<file path="src/rtl/vout_frequency.sv">
// Square-wave generator: emits a ~50% duty wave whose period (in clk cycles) is latched at each period boundary.
// Latency: SIGNAL rises 1 clk after a qualifying enable/period in IDLE; no backpressure, inputs only sampled at boundaries.
module vout_frequency #(
  parameter int unsigned MIN_PERIOD = 2
) (
  input  logic        clk,
  input  logic        rst_n,
  input  logic        enable,
  input  logic [31:0] period,
  output logic        SIGNAL,
  output logic        active,
  output logic [31:0] pulse_count
);

  typedef enum logic [1:0] {
    IDLE,
    HIGH,
    LOW
  } state_e;

  localparam logic [31:0] MIN_P = 32'(MIN_PERIOD);

  state_e      state_q, state_d;
  logic [31:0] cnt_q, cnt_d;
  logic [31:0] pe_q, pe_d;
  logic [31:0] pulse_count_q, pulse_count_d;
  logic        signal_q, signal_d;

  logic        start_req;
  logic [31:0] req_pe;
  logic [31:0] req_hi_m1;
  logic [31:0] lo_m1;

  // Requested period after clamping; the high phase takes the extra cycle of an odd period.
  assign start_req = enable && (period != 32'd0);
  assign req_pe    = (period < MIN_P) ? MIN_P : period;
  assign req_hi_m1 = req_pe - (req_pe >> 1) - 32'd1;
  assign lo_m1     = (pe_q >> 1) - 32'd1;

  always_ff @(posedge clk or negedge rst_n) begin
    if (!rst_n) begin
      state_q       <= IDLE;
      cnt_q         <= 32'd0;
      pe_q          <= 32'd0;
      pulse_count_q <= 32'd0;
      signal_q      <= 1'b0;
    end else begin
      state_q       <= state_d;
      cnt_q         <= cnt_d;
      pe_q          <= pe_d;
      pulse_count_q <= pulse_count_d;
      signal_q      <= signal_d;
    end
  end

  always_comb begin
    state_d       = state_q;
    cnt_d         = cnt_q;
    pe_d          = pe_q;
    pulse_count_d = pulse_count_q;
    signal_d      = signal_q;

    unique case (state_q)
      IDLE: begin
        signal_d = 1'b0;
        if (start_req) begin
          state_d       = HIGH;
          signal_d      = 1'b1;
          cnt_d         = req_hi_m1;
          pe_d          = req_pe;
          pulse_count_d = pulse_count_q + 32'd1;
        end
      end

      HIGH: begin
        if (cnt_q == 32'd0) begin
          state_d  = LOW;
          signal_d = 1'b0;
          cnt_d    = lo_m1;
        end else begin
          cnt_d = cnt_q - 32'd1;
        end
      end

      LOW: begin
        if (cnt_q != 32'd0) begin
          cnt_d = cnt_q - 32'd1;
        end else if (start_req) begin
          // Period boundary: the only point where new enable/period values take effect.
          state_d       = HIGH;
          signal_d      = 1'b1;
          cnt_d         = req_hi_m1;
          pe_d          = req_pe;
          pulse_count_d = pulse_count_q + 32'd1;
        end else begin
          state_d  = IDLE;
          signal_d = 1'b0;
        end
      end

      default: begin
        state_d  = IDLE;
        signal_d = 1'b0;
      end
    endcase
  end

  assign SIGNAL      = signal_q;
  assign active      = (state_q != IDLE);
  assign pulse_count = pulse_count_q;

endmodule

</file>
<file path="config.mk">
export PLATFORM = sky130hd
export DESIGN_NAME = vout_frequency
export DESIGN_NICKNAME = d
export VERILOG_FILES = /design/src/rtl/vout_frequency.sv
export SDC_FILE = /design/constraint.sdc
export NUM_CORES = 1
export LEC_CHECK = 0
export CAP_MARGIN = 15
export CORE_UTILIZATION = 57
export CTS_CLUSTER_SIZE = 10
export DETAILED_ROUTE_END_ITERATION = 8
export PLACE_DENSITY = 0.91
export SYNTH_ARGS = -nofsm -noshare
export SYNTH_HDL_FRONTEND = slang
export SYNTH_SLANG_ARGS = --single-unit
</file>
<file path="constraint.sdc">
create_clock -name clk -period 3.7 [get_ports clk]
set_clock_uncertainty 0.2 [all_clocks]
set_input_delay 0.37 -clock clk [delete_from_list [all_inputs] [get_ports clk]]
set_output_delay 0.37 -clock clk [all_outputs]
set_load 0.005 [all_outputs]
</file>
==> Word level (Yosys, flattened, before mapping) <==
Index checks and enable logic that the tools add are counted.
{ "op_classes": {"reduce_logical": 11, "bitwise": 0, "div_mod_pow": 0, "muxes": 20, "n_mul": 0, "addsub": 5, "order_cmp": 1, "eq_ne": 5, "shifts": 0} }
{ "op_table": {"columns": ["operator", "n"], "rows": [
  ["$mux 32", 8],
  ["$pmux 32 s2", 2],
  ["$pmux 32 s3", 1],
  ["$reduce_bool 32->1", 2],
  ["$sub 32x1->32 const B", 2],
  ["$add 32x1->32 const B", 1],
  ["$logic_not 32->1", 1],
  ["$lt 32x2->1 const B", 1],
  ["$sub 31x1->32 const B", 1],
  ["$sub 32x31->32", 1],
  ["$mux 2", 3],
  ["$ne 2x2->1 const B", 3],
  ["$pmux 2 s3", 1],
  ["$mux 1", 4],
  ["$reduce_and 2->1", 2],
  ["$reduce_bool 2->1", 2],
  ["$pmux 1 s3", 1],
  ["$reduce_and 3->1", 1],
  ["$reduce_bool 3->1", 1],
  ["$eq 2x1->1 const B", 1],
  ["$eq 2x2->1 const B", 1],
  ["$logic_not 2->1", 1],
  ["$logic_and 1x1->1", 1]
]} }
{ "word_totals": {"elab_cells": 47, "latchBits": 0, "reg_bits": 99, "input_bits": 35, "romBits": 0, "out_inout_bits": 34, "ram_bits": 0, "memories": 0} }

==> Logic depth before layout (Yosys ltp) <==
{ "logic_depth": {"depth_word": 7, "mapped_depth": 15, "ltp_nobuf": 15} }

==> Worst setup path after synthesis <==
No wires, ideal clock.
{ "synth_path": {"kind": "input port to flip-flop", "startpoint": "in period[22]", "endpoint": "reg cnt_q[31]", "slack_ps": 50, "stages": 15, "required_time_ps": 3363, "arrival_ps": 3314, "path_cell_list": "nor4_1 > nand4_1 > nor2_1 > nor2_1 > inv_1 > ha_1 > a211o_1 > o211ai_1 > a211oi_1 > a2111oi_0 > o31ai_1 > a41oi_1 > o21ai_0 > xnor2_1 > o211ai_1"} }
{ "synth_between": {"elab_chain_cells": 7, "elab_cells_between_ends": 9} }
{ "synth_rtl": {"columns": ["element", "line_no", "text"], "rows": [
  ["from (decl)", "9", "input logic [31:0] period,"],
  ["$lt 32x2->1 (*)", "36", "assign req_pe = (period < MIN_P) ? MIN_P : period;"],
  ["$mux 32 (*)", "36", null],
  ["net req_pe[1]", "30", "logic [31:0] req_pe;"],
  ["$sub 32x31->32 (*)", "37", "assign req_hi_m1 = req_pe - (req_pe >> 1) - 32'd1;"],
  ["$sub 32x1->32 (*)", "37", null],
  ["$mux 32 (*)", "66, 88", null],
  ["$mux 32", "86", "if (cnt_q != 32'd0) begin"],
  ["$pmux 32 s3 (*)", "63", "unique case (state_q)"],
  ["to (signal assigned)", "49", "cnt_q <= cnt_d;"],
  ["to (decl)", "24", "logic [31:0] cnt_q, cnt_d;"]
]} }
The timed path passes the listed nets; every way through them passes the cells marked *.
A chain may end at the register's enable or synchronous reset.

==> Worst setup path after layout <==
{ "layout_path": {"startpoint": "in period[3]", "endpoint": "reg cnt_q[29]"} }
The elaborated chain is that of the path after synthesis.

==> impl_metrics.py <==
metrics = {
    "run_status": {
        "status": "complete, but fails checks",
        "violations": "hold timing, setup timing",
    },
    "global_route": {
        "antenna_found_initial": 0,
        "grt_pass1_vias": 7179,
        "grt_max_degree": 76,
        "grt.total_usage_pct": 34.2,
        "grt_pass1_wl_microns": 35300,
        "overflow": 0,
    },
    "power_and_ir_drop": {
        "power.leakage_uw": 0.00413,
        "powerDensity_nw_per_um2": 606,
        "ir_drop_uv": 350,
        "p_total_uw": 5590,
    },
    "place": {
        "placed_cell_area_sq_um": 8520,
        "port_buffers": 68,
        "dp_cells": 1105,
        "dpl.hpwl_microns": 15200,
        "gp_routability_congestion": 0.962,
        "place_ws_ns": -0.979,
    },
    "layout": {
        "n_antenna_cell": 0,
        "fin_area_sq_um": 9220,
        "final_cell_mix": "99 x buf_4, 98 x dfrtp_1, 68 x nand2_1, 63 x xnor2_1, 61 x nor2_1",
        "fill_cells": 805,
        "fin_nets": 1048,
        "drive_above_1_share_pct": 20.6,
        "layout.cells.non_filler": 1150,
        "area.growth.synth_to_final_pct": 25.7,
        "final_common_cell": "buf_4",
    },
    "drt": {
        "num_vias": 7682,
        "wl_per_cell_microns": 21.2,
        "drt-total-wl_microns": 24300,
        "vias_per_cell": 6.68,
        "drc": 0,
        "drt_pass1_iterations": 9,
        "antenna_left": 0,
        "drtIter0Drc": 1165,
    },
    "die": {
        "die_area_sq_um": 13300,
        "start_util_pct": 58.3,
        "pin_count": 69,
        "die_height_microns": 115,
        "num_rows": 41,
        "die_width_microns": 115,
        "core_area_sq_um": 12600,
    },
    "sta": {
        "timing.final.crit_share_pct": 104,
        "setup_ws_ns": -0.153,
        "finalSetupViolCount": 13,
        "final-hold-violation-count": 26,
        "fin_crit_ns": 3.85,
        "final_max_slew_viol_count": 0,
        "maxSlewHeadroom_pct": 30.1,
        "holdWs_ns": -0.0378,
        "max_clock_freq_mhz": 260,
        "worst_slew_pin_slew_ns": 1.05,
        "rsz0062_at_grt": "true",
    },
    "setup_path": {
        "crit_arrival_ns": 3.88,
        "rr_startpoint": "pe_q[19]",
        "path_max_fanout": 3,
        "rrSetupSlack_ns": 0.06,
        "end_kind": "register",
        "rr_worst_depth": 7,
        "worstPathRequired_ns": 3.73,
        "crit_type": "in -> reg",
        "reg2reg_to": "cnt_q[31]",
        "cp-start-kind": "primary input",
    },
    "clocking": {
        "hold_buffers": 0,
        "cts.sinks": 98,
        "cts_tree": "built",
        "cts_max_path_buffers": 2,
        "clockRootBuffer": "clkbuf_16",
        "clkTransAtPathRegs_ns": 0.07,
        "htree_num_levels": 3,
        "worstSkewPairLatency_ns": 0.36,
        "numCtsBuffers": 9,
    },
    "yosys": {
        "yosysWarnings": 0,
        "synth_area_sq_um": 7330,
        "synth_enable_flop_cells": 0,
        "synth_area_leaders": "dfrtp_1 33%, xnor2_1 7.5%, ha_1 6.7%",
        "synth_seq_cells": 98,
        "synth.avg_cell_area_sq_um": 8.60,
        "synthesis.nets": 927,
        "synth-main-ff-cell": "dfrtp_1",
        "synth.distinct_cells": 62,
        "syn_inst": 852,
        "yosys.area.top_type": "dfrtp_1",
        "synth-async-reset-ratio_pct": 100,
        "yosysSeqAreaShare_pct": 33.5,
        "synth_top_cell_area_share_pct": 33.5,
    },
    "hold_path": {
        "hp-class": "in -> async",
    },
    "flow_run": {
        "cap_viol_max_count": 0,
    },
}
## worst max-delay path by stage
stage | cells after the start | slack (ns) | from | end
2_1_floorplan | 15 | 0.05 | period[22] | cnt_q[31]
3_3_place_gp | 17 | -0.88 | period[6] | cnt_q[30]
3_5_place_dp | 17 | -0.98 | period[6] | cnt_q[30]
4_1_cts | 18 | 0.008 | period[14] | cnt_q[29]
5_1_grt | 16 | -0.38 | period[3] | cnt_q[16]
6_report | 17 | -0.15 | period[3] | cnt_q[29]
## stage by stage
stage          utilization [%]  hold slack, ns  setup TNS [ns]
4_1_cts                   71.8          0.0262               0
2_1_floorplan                -          -0.126               0
3_5_place_dp              67.8           0.261          -16.93
6_report                  73.3         -0.0378          -0.922
5_1_grt                   73.3          0.0528           -3.05
3_3_place_gp              67.8           0.256          -15.55
## synth_stat cells, types with 5 or more instances
| master | number |
|---|---|
| mux2_2 | 31 |
| nor3_1 | 27 |
| a21o_1 | 17 |
| o31ai_1 | 9 |
| xor2_1 | 35 |
| nand4_1 | 14 |
| nand2_1 | 68 |
| nor2_1 | 63 |
| o21ai_0 | 46 |
| ha_1 | 39 |
| xnor2_1 | 63 |
| o22ai_1 | 16 |
| and3_1 | 9 |
| nand2b_1 | 14 |
| a211oi_1 | 5 |
| a22oi_1 | 19 |
| o211ai_1 | 7 |
| nor4_1 | 19 |
| nand3_1 | 13 |
| or4_1 | 7 |
| o21bai_1 | 7 |
| clkbuf_1 | 51 |
| a21oi_1 | 45 |
| inv_1 | 46 |
| dfrtp_1 | 98 |
| or3_1 | 14 |
## worst max-delay path, cell delays in order
cell,delay [ns]
dlymetal6s2s_1,0.20
nor4_4,0.36
nand4_1,0.29
nor2_4,0.23
nor2_4,0.07
inv_2,0.08
ha_4,0.21
a211o_1,0.32
o211ai_1,0.19
a211oi_2,0.16
a2111oi_2,0.41
buf_4,0.21
o31ai_4,0.07
a41oi_2,0.28
buf_4,0.15
xor2_1,0.14
o221ai_1,0.11
## cells by family (layout without fill, tap and decap cells)
logic type,count (synthesis),in the layout,synth area share [%]
simple gates,277,277,19.4
compound gates,205,205,18.2
buf+inv,102,228,5.38
xor+xnor,98,98,11.7
flops,98,98,33.5
fa+ha+maj,40,40,6.93
mux,32,32,4.90
## per-layer routing
metal	vias up	share of wire (%)	global-route usage (%)
met3	190	12	5.80
li1	3292	-	-
met5	-	0	0
met4	0	7.4	18.9
met1	3573	36	42.6
met2	627	45	56.5
## area by class of cell
| class | count | area, sq um | area share (%) |
|---|---|---|---|
| sequential | 98 | 2450 | 26.6 |
| inverter | 46 | 173 | 1.87 |
| clock buffer | 10 | 239 | 2.59 |
| tap | 172 | 215 | 2.34 |
| multi-input combinational | 652 | 4680 | 50.8 |
| clock inverter | 6 | 53.8 | 0.584 |
| timing repair buffer | 166 | 1400 | 15.2 |
## flip-flops by register name, indices dropped and copies added (netlist names)
register     flops
SIGNAL           1
cnt_q           32
pe_q            31
pulse_count     32
state_q          2
## power breakdown
group | internal, uW | switching (uW)
combinational | 1180 | 1480
sequential | 1430 | 523
clock | 490 | 480
total | 3110 | 2480
## repair_timing
action,CTS,global route
pin swaps,17,28
setup buffers,20,9
resized for setup,33,72
endpoints found under the setup margin,22,36
cloned,0,0
(Power assumes the default switching activity.)
